[config.mk]
export PLATFORM = sky130hd
export DESIGN_NAME = stopwatch_counter
export DESIGN_NICKNAME = d
export VERILOG_FILES = /design/src/rtl/stopwatch_counter.sv
export SDC_FILE = /design/constraint.sdc
export NUM_CORES = 1
export LEC_CHECK = 0
export ABC_AREA = 1
export CORE_MARGIN = 4
export CORE_UTILIZATION = 35
export CTS_BUF_LIST = sky130_fd_sc_hd__clkbuf_2
export DETAILED_ROUTE_END_ITERATION = 6
export HOLD_SLACK_MARGIN = 0.08
export SYNTH_ARGS = -nofsm -noshare
export SYNTH_HDL_FRONTEND = slang
export SYNTH_SLANG_ARGS = --single-unit
[constraint.sdc]
create_clock -name clk -period 1.9 [get_ports clk]
set_input_delay 0.285 -clock clk [delete_from_list [all_inputs] [get_ports clk]]
set_output_delay 0.285 -clock clk [all_outputs]
set_load 0.005 [all_outputs]
[src/rtl/stopwatch_counter.sv]
// mm:ss BCD stopwatch core: prescaled 1 Hz tick, four BCD digits 00:00..59:59,
// start/stop, clear and lap controls with a one-cycle save pulse for lap storage.
module stopwatch_counter #(
  parameter int SIZE     = 4,
  parameter int TICK_DIV = 50000000,
  parameter int DIV_W    = 26
) (
  input  logic            clk,
  input  logic            rst,
  input  logic            start_stop,
  input  logic            clear,
  input  logic            lap,
  output logic [SIZE-1:0] units_second,
  output logic [SIZE-1:0] tens_second,
  output logic [SIZE-1:0] units_minute,
  output logic [SIZE-1:0] tens_minute,
  output logic            save,
  output logic            running,
  output logic            wrap
);

  typedef enum logic [1:0] {
    IDLE  = 2'd0,
    RUN   = 2'd1,
    PAUSE = 2'd2
  } state_t;

  localparam logic [DIV_W-1:0] PRESC_MAX = DIV_W'(TICK_DIV - 1);
  localparam logic [SIZE-1:0]  D9        = SIZE'(9);
  localparam logic [SIZE-1:0]  D5        = SIZE'(5);

  state_t          state, state_nxt;
  logic            start_prev, clear_prev, lap_prev;
  logic            start_edge, clear_edge, lap_edge;
  logic [DIV_W-1:0] presc, presc_nxt;
  logic            tick;
  logic [SIZE-1:0] us_nxt, ts_nxt, um_nxt, tm_nxt;
  logic            wrap_nxt, save_nxt;

  // Rising-edge detection against last cycle's button level.
  always_comb begin
    start_edge = start_stop & ~start_prev;
    clear_edge = clear & ~clear_prev;
    lap_edge   = lap & ~lap_prev;
  end

  // Next state and prescaler; clear outranks start_stop, and the RUN->PAUSE
  // cycle itself neither advances the prescaler nor ticks.
  always_comb begin
    state_nxt = state;
    presc_nxt = presc;
    tick      = 1'b0;
    case (state)
      IDLE: begin
        presc_nxt = '0;
        if (start_edge) state_nxt = RUN;
      end
      RUN: begin
        if (clear_edge) begin
          state_nxt = IDLE;
          presc_nxt = '0;
        end else if (start_edge) begin
          state_nxt = PAUSE;
        end else if (presc >= PRESC_MAX) begin
          presc_nxt = '0;
          tick      = 1'b1;
        end else begin
          presc_nxt = presc + DIV_W'(1);
        end
      end
      PAUSE: begin
        if (clear_edge) begin
          state_nxt = IDLE;
          presc_nxt = '0;
        end else if (start_edge) begin
          state_nxt = RUN;
        end
      end
      default: begin
        state_nxt = IDLE;
        presc_nxt = '0;
      end
    endcase
  end

  // BCD carry chain; >= comparisons pull any out-of-range digit back to zero.
  always_comb begin
    us_nxt   = units_second;
    ts_nxt   = tens_second;
    um_nxt   = units_minute;
    tm_nxt   = tens_minute;
    wrap_nxt = 1'b0;
    if (state_nxt == IDLE) begin
      us_nxt = '0;
      ts_nxt = '0;
      um_nxt = '0;
      tm_nxt = '0;
    end else if (tick) begin
      if (units_second < D9) begin
        us_nxt = units_second + SIZE'(1);
      end else begin
        us_nxt = '0;
        if (tens_second < D5) begin
          ts_nxt = tens_second + SIZE'(1);
        end else begin
          ts_nxt = '0;
          if (units_minute < D9) begin
            um_nxt = units_minute + SIZE'(1);
          end else begin
            um_nxt = '0;
            if (tens_minute < D5) begin
              tm_nxt = tens_minute + SIZE'(1);
            end else begin
              tm_nxt   = '0;
              wrap_nxt = 1'b1;
            end
          end
        end
      end
    end
  end

  // Lap save is only honoured while a time is being shown and no clear is pending.
  always_comb begin
    save_nxt = lap_edge & ((state == RUN) | (state == PAUSE)) & ~clear_edge;
  end

  // All state, counters, pulses and edge history registers.
  always_ff @(posedge clk or negedge rst) begin
    if (!rst) begin
      state        <= IDLE;
      presc        <= '0;
      units_second <= '0;
      tens_second  <= '0;
      units_minute <= '0;
      tens_minute  <= '0;
      save         <= 1'b0;
      wrap         <= 1'b0;
      running      <= 1'b0;
      start_prev   <= 1'b0;
      clear_prev   <= 1'b0;
      lap_prev     <= 1'b0;
    end else begin
      state        <= state_nxt;
      presc        <= presc_nxt;
      units_second <= us_nxt;
      tens_second  <= ts_nxt;
      units_minute <= um_nxt;
      tens_minute  <= tm_nxt;
      save         <= save_nxt;
      wrap         <= wrap_nxt;
      running      <= (state_nxt == RUN);
      start_prev   <= start_stop;
      clear_prev   <= clear;
      lap_prev     <= lap;
    end
  end

endmodule

# --- After elaboration in Yosys (flattened, before gate mapping) ---
# Index checks and enable logic that the tools add are counted.
totals:
  romBits: 0
  ramBits: 0
  mem_count: 0
  ff_bits: 50
  latchBits: 0
op_classes:
  magnitude_cmp: 5
  n_mul: 0
  mux: 38
  add_sub_neg: 5
  bitwise: 10
  shift: 0
  n_reduce_logical: 7
  n_eq_ne: 8
  n_div: 0
op_table:
  columns: ["operator", "n"]
  rows:
  - ["$mux W26", 4]
  - ["$mux W4", 18]
  - ["$pmux W26 S2", 1]
  - ["$add A26 B1 Y26 const B", 1]
  - ["$ge A26 B26 Y1 const B", 1]
  - ["$add A4 B1 Y4 const B", 4]
  - ["$mux W1", 10]
  - ["$lt A4 B3 Y1 const B", 2]
  - ["$lt A4 B4 Y1 const B", 2]
  - ["$mux W2", 4]
  - ["$ne A2 B2 Y1 const B", 4]
  - ["$pmux W2 S3", 1]
  - ["$and A1 B1 Y1", 5]
  - ["$eq A2 B1 Y1 const B", 2]
  - ["$logic_not A2 Y1", 2]
  - ["$not A1 Y1", 4]
  - ["$reduce_and A2 Y1", 2]
  - ["$reduce_and A4 Y1", 1]
  - ["$ne A3 B3 Y1 const B", 1]
  - ["$reduce_and A3 Y1", 1]
  - ["$eq A2 B2 Y1 const B", 1]
  - ["$reduce_bool A2 Y1", 1]
  - ["$or A1 B1 Y1", 1]

# --- Logic depth before layout (Yosys ltp) ---
logic_depth:
  depth_word: 8
  depth_mapped: 13
  ltp_nobuf: 12

# --- Worst setup path after synthesis ---
# No wires, ideal clock.
synth_path:
  kind: "flip-flop to flip-flop"
  start: "register state[1]"
  end: "register tens_second[2]"
  synth_period_minus_slack_ns: 1.697
  arrival_ns: 1.621
  path_buffers: 1
  path_stages_with_launch: 13
  setup_slack_ns: 0.203
  setup_time_ns: 0.076
  path_cell_list: "dfrtp_1 > inv_1 > ha_1 > inv_2 > nor2_4 > o21bai_2 > nand2_4 > nand2_4 > buf_6 > nand2_1 > nand2_2 > nand2_1 > o21ai_1"
synth_between:
  elab_chain_cells: 6
  elab_cells_between_ends: 14
synth_lines:
  columns: ["element", "line", "rtl"]
  rows:
  - ["start, declared", "32", "state_t state, state_nxt;"]
  - ["start signal, assigned", "144", "state <= state_nxt;"]
  - ["$mux W2 (on tied branches)", "56, 75, 62", null]
  - ["$mux W2 (on tied branches)", "72, 59", null]
  - ["$pmux W2 S3", "53", "case (state)"]
  - ["$logic_not A2 Y1", "93", "if (state_nxt == IDLE) begin"]
  - ["$ne A2 B2 Y1 (no line) or $reduce_bool A2 Y1 (tied branches)", null, null]
  - ["$reduce_and A2 Y1 (no line)", null, null]
  - ["end signal, assigned", "147", "tens_second <= ts_nxt;"]
  - ["end, declared", "14", "output logic [SIZE-1:0] tens_second,"]
# Several ways; a longest one is shown, not always the timed one.
# A chain may end at the register's enable or synchronous reset.

# --- Worst setup path after layout ---
layout_path:
  start: "register state[0]"
  end: "register wrap"
layout_between:
  elab_chain_cells: 5
  elab_cells_between_ends: 12
layout_lines:
  columns: ["element", "line", "rtl"]
  rows:
  - ["$mux W2 (on tied branches)", "56, 75, 62", null]
  - ["$mux W2 (on tied branches)", "72, 59", null]
  - ["$pmux W2 S3", "53", null]
  - ["$logic_not A2 Y1", "93", null]
  - ["$mux W1 (*)", "93", null]
  - ["via wrap_nxt", "38", "logic wrap_nxt, save_nxt;"]
  - ["end signal, assigned", "151", "wrap <= wrap_nxt;"]
  - ["end, declared", "19", "output logic wrap"]
# Mark *: on every way through the listed nets, which the timed path passes. The rest lies on a longest branch.

==> results by group <==
Logic synthesis
  – Ys async rst share: 1.00
  – Synthesized instance count: 447
  – EDFF count, synth: 0
  – Largest family of logic cells by synthesized area: simple AND/OR/NAND/NOR gates
  – Synth Area in Simple Gates: 0.372
  – Post-synth top area cell: dfrtp_1
  – Syn_area_per_cell: 7.29 sq um
  – Post-synthesis cell type count: 30
  – Ys Warns: 0
  – Top-area cell type share of the netlist area: 0.384
  – FF+latch count, synth: 50
  – Largest cells by area after synthesis: dfrtp_1 (38%), nand2_1 (12%), inv_1 (7.5%), nor2_1 (7.1%), nand3_1 (5.8%)
  – Mapped cell area: 0.00326 sq mm
  – Post-synthesis mux area share: 0
  – Synth Area in Compound Gates: 0.0722
  – Post-Synth XOR/XNOR Area: 0.0296
  – Synth Area in Adders: 0.0499
  – Seq/Total Area, Yosys: 0.384
  – Post-synthesis net count: 465
  – Predominant post-synthesis flop cell: dfrtp_1

GRT
  – GRT overflow: 0
  – Overall routing resource usage: 0.152
  – Largest net degree at the start of global routing: 39
  – Initial antenna violation count: 0
  – Vias in the first global route: 3095
  – First-pass GRT wire length: 13900 microns

Power
  – Worst VDD drop: 0.000696 V
  – Int Pwr: 2.33 mW
  – Clock share of power: 0.109
  – P_sw: 1.77 mW
  – Flop pwr share: 0.336
  – Static leakage: 1.91 nW
  – PD cells: 1030 mW/mm^2
  – Logic pwr share: 0.555
  – Switching fraction of total power: 0.431

Drt
  – Initial DRC count: 144
  – Final wirelength: 7940 microns
  – DRC violations left: 0
  – Routed len/inst: 12.8 microns
  – ANT nets after route: 0
  – Vias/cell: 4.92
  – Via count: 3047
  – First-pass DRT Iterations: 5

Cells and area
  – Share of post-route cells with drive strength above 1: 0.170
  – Area Growth Syn to Fin: 22.3%
  – Commonest non-fill, non-tap cell in the layout: nand2_1
  – Fillers: 899
  – Antenna diodes: 0
  – Non-Filler Instances: 619
  – Nets: 528
  – Commonest cells after routing, fill and taps aside: nand2_1 (99), inv_1 (63), nor2_1 (59), dfrtp_1 (50), nand3_1 (38)

Floorplanning
  – Row cnt: 34
  – DIE WIDTH: 104 microns
  – Die area: 0.0109 sq mm
  – Starting Density: 0.366
  – Num ports: 24
  – Height of the die: 104 microns
  – Core area: 0.00889 sq mm

Timing
  – Setup TNS: 0 ns
  – Final setup fails: 0
  – Measured slew at the worst slew-check pin: 0.441 ns
  – Hold Vio Cnt, Final: 0
  – Slew Limit Fails: 0
  – Fmax: 0.553 GHz
  – Worst slew margin: 0.705
  – Fin crit share: 0.952
  – Fin Clk Skew: 0.0159 ns
  – Minimum clock period: 1.81 ns

Placed design
  – Routability congestion estimate: 0.876
  – Placed insts: 606
  – Dpl hpwl: 6160 microns
  – Buffers on Ports: 23

Clock tree
  – Max clock buf depth: 2
  – Clk Latency, worst-skew pair: 0.43 ns
  – Root buffer selected by CTS: clkbuf_2
  – Clock buffer count from CTS: 5
  – Clock-pin slew on the worst setup and hold paths: 0.27 ns
  – CTS Sinks: 50
  – CTS tree: built
  – Htree depth: 2

Setup path
  – R2R Setup Slk: 0.09 ns
  – Startpoint types: flop
  – Crit. End Element: flop
  – Worst EP required: 2.26 ns
  – Setup CP Type: reg2reg
  – Critical path fanouts, max: 7
  – Critical Path AT: 2.17 ns
  – R2R Path Start: state[0]
  – Worst R2R End: wrap
  – Reg2reg path depth: 11

Min path
  – Hold Crit Class: in2async

Outcome
  – Run status: completed

Job
  – Max-cap violations: 0
-- power groups by stage --
stage,Sequential [mW],Clock [mW],Combinational [mW]
5_1_grt,1.40,0.512,2.53
3_3_place_gp,1.40,0,2.14
3_5_place_dp,1.40,0,2.21
4_1_cts,1.38,0.468,2.22
6_report,1.38,0.447,2.27
2_1_floorplan,1.37,0,1.30
-- synth_stat cells (3+ instances only) --
cell	number
ha_1	13
nand3_1	38
nor2_1	62
dfrtp_1	50
inv_2	3
inv_1	65
o21ai_0	15
nand2_4	5
nor2_2	4
xor2_1	8
nor2_4	5
xnor2_1	3
nand2_2	8
nand4_1	16
o21bai_1	3
a21oi_1	18
nand2_1	101
nor3_1	13
-- critical path: stages (launching register included) --
cell	delay, ns
dfrtp_1	0.44
inv_1	0.11
ha_1	0.15
inv_1	0.04
nor2_2	0.15
nor2_2	0.06
o21bai_2	0.15
nand2_4	0.09
nand2_4	0.15
buf_4	0.13
inv_1	0.03
nor3_1	0.21
-- logic make-up (layout without fill, tap and decap cells) --
group	count (synthesis)	after routing
adders and majority gates	13	13
buffers and inverters	74	138
and+or+nand+nor	257	257
AOI/OAI and AO/OA	42	42
DFF	50	50
xor gates and xnor gates	11	11
-- layer usage --
layer	share of wire	vias to the layer above	wire, microns	global-route usage
li1	-	1547	-	-
met1	0.46	1428	3640	0.195
met2	0.50	61	3940	0.261
met3	0.031	11	243	0.0292
met4	0.014	0	109	0.0418
met5	0	-	0	0
-- final cells by class --
cell class / instances / area [sq um] / share of cell area
clock buffer: 5 / 25.0 / 0.00628
clock inverter: 3 / 16.3 / 0.00408
inverter: 68 / 255 / 0.0641
multi-input combinational: 323 / 1740 / 0.437
sequential: 50 / 1250 / 0.314
tap: 108 / 135 / 0.0339
timing repair buffer: 62 / 558 / 0.140
-- flip-flops by register name, summed over array words and instances (netlist names) --
| name | cells |
|---|---|
| clear_prev | 1 |
| units_second | 4 |
| start_prev | 1 |
| save | 1 |
| tens_minute | 4 |
| wrap | 1 |
| tens_second | 4 |
| lap_prev | 1 |
| units_minute | 4 |
| state | 2 |
| presc | 26 |
| running | 1 |
-- through the flow --
| stage | area [sq um] | power, mW | utilization | setup slack (ns) | hold WS [ns] |
|---|---|---|---|---|---|
| after floorplan | 3260 | 2.67 | - | 0.203 | -0.0106 |
| after global placement | 3870 | 3.54 | 0.435 | -0.0526 | 0.201 |
| after detailed placement | 3870 | 3.60 | 0.435 | -0.126 | 0.197 |
| after CTS | 3920 | 4.06 | 0.441 | 0.0394 | 0.215 |
| after global routing | 3980 | 4.45 | 0.448 | -0.0317 | 0.208 |
| final | 3980 | 4.10 | 0.448 | 0.0910 | 0.234 |
-- repair_timing --
item / in CTS / in global routing
hold buffers: 1 / 0
setup endpoints to repair: 0 / 29
gates resized for setup: 0 / 13
endpoints found under the hold margin: 50 / 0
setup buffers: 0 / 4
-- how the worst max path moves through the flow --
| stage | to | from | cells after the start |
|---|---|---|---|
| global placement | tens_minute[2] | clear | 12 |
| finish | wrap | state[0] | 11 |
| detailed placement | tens_minute[2] | clear | 12 |
| floorplan | tens_second[2] | state[1] | 12 |
| global route | tens_minute[0] | state[0] | 12 |
| CTS | wrap | state[1] | 11 |
(Power assumes the default switching activity.)
